## config.mk

```make
export PLATFORM = sky130hd
export DESIGN_NAME = clz_clo_iter_unit
export DESIGN_NICKNAME = d
export VERILOG_FILES = /design/src/rtl/clz_clo_iter_unit.sv
export SDC_FILE = /design/constraint.sdc
export NUM_CORES = 1
export LEC_CHECK = 0
export CAP_MARGIN = 20
export CELL_PAD_IN_SITES_DETAIL_PLACEMENT = 1
export CELL_PAD_IN_SITES_GLOBAL_PLACEMENT = 1
export CORE_ASPECT_RATIO = 1.4
export CORE_MARGIN = 1.5
export CORE_UTILIZATION = 36
export CTS_BUF_LIST = sky130_fd_sc_hd__clkbuf_4
export DETAILED_ROUTE_END_ITERATION = 8
export HOLD_SLACK_MARGIN = 0.03
export PLACE_DENSITY_LB_ADDON = 0.12
export SYNTH_ARGS = -nofsm -noshare
export SYNTH_HDL_FRONTEND = slang
export SYNTH_SLANG_ARGS = --single-unit
```

## constraint.sdc

```tcl
create_clock -name clk -period 5.15 [get_ports clk]
set_input_delay 0.7725 -clock clk [delete_from_list [all_inputs] [get_ports clk]]
set_output_delay 0.7725 -clock clk [all_outputs]
set_load 0.005 [all_outputs]
```

## src/rtl/clz_clo_iter_unit.sv

```systemverilog
// Iterative count-leading-zeros / count-leading-ones unit.
// A binary search resolves one result bit per cycle, MSB first, so the
// latency is clog2(WIDTH)+1 cycles from start to done for every operand.
// CLO reuses the CLZ datapath by inverting the operand when it is latched.
module clz_clo_iter_unit #(
    parameter int WIDTH    = 32,
    parameter int RESULT_W = 32
) (
    input  logic                clk,
    input  logic                rst_n,
    input  logic                start,
    input  logic                mode_clo,
    input  logic [WIDTH-1:0]    operand,
    input  logic                flush,
    output logic                busy,
    output logic                done,
    output logic [RESULT_W-1:0] result
);

    localparam int L = $clog2(WIDTH);

    typedef enum logic [1:0] {
        IDLE = 2'd0,
        CALC = 2'd1,
        DONE = 2'd2
    } state_t;

    state_t           state;
    logic [WIDTH-1:0] work;      // operand, shifted left as leading zeros are consumed
    logic [L-1:0]     step;      // index of the result bit resolved this cycle
    logic [L-1:0]     res;       // result bits resolved so far
    logic             zflag;     // whole (possibly inverted) operand is zero

    logic [L:0]       h;         // window width 2^step
    logic [WIDTH-1:0] top_mask;  // selects the top h bits of work
    logic             bit_set;   // top window is all zeros
    logic [L-1:0]     res_next;
    logic [WIDTH-1:0] latch_work;

    // Search step: test whether the top 2^step bits are all zero.
    always_comb begin
        // NOTE: every signal gets a default before any partial update, so no latch is inferred.
        h           = {{L{1'b0}}, 1'b1} << step;
        top_mask    = ~({WIDTH{1'b1}} >> h);
        bit_set     = ((work & top_mask) == '0);
        res_next    = res;
        res_next[step] = bit_set;
        latch_work  = mode_clo ? ~operand : operand;
    end

    // Control FSM with registered busy/done/result.
    // NOTE: all state here uses non-blocking assignments so every register samples pre-edge values.
    always_ff @(posedge clk or negedge rst_n) begin
        if (!rst_n) begin
            state  <= IDLE;
            work   <= '0;
            step   <= '0;
            res    <= '0;
            zflag  <= 1'b0;
            busy   <= 1'b0;
            done   <= 1'b0;
            result <= '0;
        end else begin
            done <= 1'b0;
            if (flush) begin
                // Cancel wins over everything; result keeps its last value.
                state <= IDLE;
                busy  <= 1'b0;
            end else begin
                case (state)
                    IDLE: begin
                        if (start) begin
                            work  <= latch_work;
                            zflag <= (latch_work == '0);
                            step  <= L'(L - 1);
                            res   <= '0;
                            state <= CALC;
                            busy  <= 1'b1;
                        end
                    end
                    CALC: begin
                        res <= res_next;
                        if (bit_set) begin
                            work <= work << h;
                        end
                        if (step == '0) begin
                            state  <= DONE;
                            done   <= 1'b1;
                            result <= zflag ? RESULT_W'(WIDTH) : RESULT_W'(res_next);
                        end else begin
                            step <= step - 1'b1;
                        end
                    end
                    DONE: begin
                        state <= IDLE;
                        busy  <= 1'b0;
                    end
                    default: begin
                        state <= IDLE;
                        busy  <= 1'b0;
                    end
                endcase
            end
        end
    end

endmodule

```

==> key figures <==
Timing
  – Tmin final: 3.098 ns
  – Fmax: 322.7 MHz
  – Clk_skew: 0.006056 ns
  – Final setup fails: 0
  – Worst hold slack: 0.4384 ns
  – Worst-Margin Slew: 1.064 ns
  – Final period util: 60.16%
  – RSZ-0062 raised after global routing: false
  – Setup TNS: 0 ns
  – Hold Vio Cnt, Final: 0
  – Slew Viols, Final: 0
  – Slew headroom: 29.07%

Worst setup path
  – Reg2reg path depth: 6
  – RR Endpoint: work[28]$_DFFE_PN0P_
  – Reg-to-reg slack, setup: 2.05 ns
  – Worst-path fanout max: 31
  – Critical path startpoint: step[1]$_DFFE_PN0P_
  – Critical Path Start Type: register
  – CP endpoint: work[28]$_DFFE_PN0P_
  – Arr. time, crit path: 3.43 ns
  – CP Class: register to register
  – R2r startpoint: step[1]$_DFFE_PN0P_
  – Crit end category: register
  – CP Data Required Time: 5.48 ns

Synthesis
  – Yosys top cell by area: dfrtp_1
  – Asr flop ratio synth: 100.0%
  – Synth cell types: 70
  – Mapped Cells: 562
  – Avg Synthesized Cell Area: 8.487 sq um
  – Area share of the largest cell type after synthesis: 27.81%
  – Area contributors post-synth: dfrtp_1 (28%), mux2_2 (6.8%), xnor2_1 (5.1%)
  – Seq/Total Area, Yosys: 27.81%
  – Flops & latches, synth: 53
  – Syn. warnings: 0
  – Synth Flop Type: dfrtp_1
  – Post-synth EDFFs: 0
  – Mapped cell area: 4770 sq um

Power and ir drop
  – Logic gate share of total power: 58.4%
  – Worst VDD drop: 0.1881 mV
  – Clock share of power: 8.2%
  – Cell Int Power: 1.303 mW
  – Sw Share: 54.60%
  – Total leakage power: 2.032 nW
  – Psw: 1.567 mW
  – Pwr/cell area: 551.7 nW/um^2
  – Sequential share of power: 33.4%

Clock tree
  – H-tree depth: 2
  – CTS Buf Count: 5
  – Hold Buf Count CTS: 0
  – CTS tree: yes
  – Clock-pin slew on the worst setup and hold paths: 0.19 ns
  – Resized Gates After CTS: 0
  – CTS Buffer Depth: 2
  – Clk sinks: 53
  – Post-CTS Setup Inserts: 0
  – Root Buffer: clkbuf_4
  – Clock Latency Late Sink: 0.42 ns

Floorplan
  – Initial core utilization: 37.05%
  – DIE HEIGHT: 139.2 um
  – Area of the core: 12870 sq um
  – Die area: 13960 sq um
  – IO Count: 71
  – Row Count: 49
  – DIE WIDTH: 100.3 um

Status
  – Status: finished, final reports clean

Global routing
  – Global-route wire length before repair: 28950 um
  – GRT Resource Usage Total: 27.52%
  – Initial antenna violation count: 0
  – Largest net degree at the start of global routing: 54
  – Grt total ovfl: 0
  – Number of global-route vias before repair: 4739

Route
  – DR DRC count: 0
  – Post-route ant nets: 0
  – Via density: 6.342
  – Routed length per instance: 25.81 um
  – First DRT Iteration DRCs: 409
  – Drt pass-1 iters: 5
  – Vias: 4636
  – Final WL: 18870 um

Cells and area
  – Nets@finish: 616
  – Share of cells above drive strength 1: 11.94%
  – Register Area: 1328 sq um
  – Multi-input logic area: 3088 sq um
  – Fillers: 1544
  – Ant diodes: 0
  – Synth-to-Final Area Change: 9.077%

Placement
  – DP Wirelength: 13800 um
  – I/O Buffers: 44
  – Final GP Congestion: 1.016

Job
  – Max-cap violation count: 0

Hold path
  – Min-Delay Path Class: input pin to async pin
-- synth_stat cells, drive strengths merged (4+ instances only) --
master	instances
a211oi	9
a21oi	24
a221oi	8
a22o	8
a31oi	6
and3	12
buf	50
clkbuf	19
dfrtp	53
inv	9
mux2	31
mux2i	21
nand2	42
nand2b	5
nand3	24
nand4	4
nor2	42
nor2b	7
nor3	13
nor4	4
o211ai	11
o21ai	45
o221ai	9
o22ai	13
o31ai	4
o32ai	4
or4	9
xnor2	28
xor2	6
-- metal layers --
metal | vias to the layer above | global-route usage, % | share of wire (%)
li1 | 2083 | - | -
met1 | 2299 | 32.97 | 39
met2 | 183 | 46.29 | 50
met3 | 71 | 3.831 | 4.7
met4 | 0 | 16.23 | 7.1
met5 | - | 0 | 0
-- final cells by class --
type / instances / share of cell area [%]
multi-input combinational: 456 / 59.36
sequential: 53 / 25.52
timing repair buffer: 52 / 9.428
tap: 153 / 3.680
clock buffer: 5 / 0.7215
clock inverter: 3 / 0.6494
inverter: 9 / 0.6494
-- power by group through the flow --
stage / clock network, mW / registers [mW] / logic [mW]
2_1_floorplan: 0 / 0.713 / 1.30
3_3_place_gp: 0 / 0.937 / 1.62
3_5_place_dp: 0 / 0.941 / 1.65
4_1_cts: 0.241 / 0.932 / 1.66
5_1_grt: 0.253 / 0.967 / 1.81
6_report: 0.235 / 0.958 / 1.68
-- metrics by stage --
| stage | total power, mW | setup slack [ns] | area, sq um | cells | util, % |
|---|---|---|---|---|---|
| after floorplan | 2.013 | 2.991 | 4863 | 587 | - |
| after global placement | 2.561 | 2.117 | 5131 | 723 | 39.85 |
| after detailed placement | 2.595 | 2.018 | 5131 | 723 | 39.85 |
| after CTS | 2.833 | 2.102 | 5202 | 731 | 40.41 |
| after global routing | 3.026 | 1.870 | 5202 | 731 | 40.41 |
| final | 2.870 | 2.052 | 5202 | 731 | 40.41 |
-- worst max-delay path, stage by stage (launching register included) --
cell       delay, ns
dfrtp_1         1.08
nor2b_1         0.26
o221a_2         0.34
a2111oi_4       0.28
nand3b_4        0.26
nand2_4         0.37
mux2_2          0.39
-- cell usage in the layout (no fill, tap or decap), types with 5 or more instances in the layout --
cell type,synthesis,routed
o22ai_1,13,13
or4_1,8,8
and3_1,12,12
nor3_1,12,12
nand2_1,41,41
a211oi_1,9,9
a31oi_1,6,6
a21oi_1,23,23
mux2i_1,21,21
a22o_1,8,8
clkdlybuf4s50_1,0,42
o221ai_1,9,9
conb_1,1,26
o21ai_0,41,41
mux2_2,29,29
buf_4,30,8
dfrtp_1,53,52
inv_1,9,9
xor2_1,6,6
nor2b_1,7,6
clkbuf_4,0,5
nor2_1,40,40
o211ai_1,10,10
nand3_1,24,24
xnor2_1,28,28
nand2b_1,5,5
a221oi_1,8,8
-- kinds of logic (layout without fill, tap and decap cells) --
logic type / count (synthesis) / after routing / synth area share (%)
mux: 55 / 55 / 13.22
other cells: 1 / 26 / 0.07862
buf+inv: 78 / 69 / 9.470
simple gates: 175 / 175 / 18.99
xor+xnor: 34 / 34 / 6.244
compound gates: 164 / 164 / 23.66
flops: 53 / 53 / 27.81
fa+ha+maj: 2 / 2 / 0.5246
-- worst min-delay path by stage --
stage | from | end | slack [ns] | depth (start not counted)
final | rst_n | result[3]$_DFFE_PN0P_ | 0.44 | 2
after global routing | rst_n | result[5]$_DFFE_PN0P_ | 0.48 | 2
after CTS | rst_n | result[2]$_DFFE_PN0P_ | 0.48 | 2
after detailed placement | result[5]$_DFFE_PN0P_ | result[5]$_DFFE_PN0P_ | 0.47 | 2
after global placement | result[5]$_DFFE_PN0P_ | result[5]$_DFFE_PN0P_ | 0.46 | 2
after floorplan | zflag$_DFFE_PN0P_ | result[5]$_DFFE_PN0P_ | 0.46 | 2
-- state kept, by name (all words and copies together), names as in the netlist --
name and cells:
work 32, result 6, res 5, step 5, state 2, busy 1, done 1, zflag 1
(Power assumes the default switching activity.)
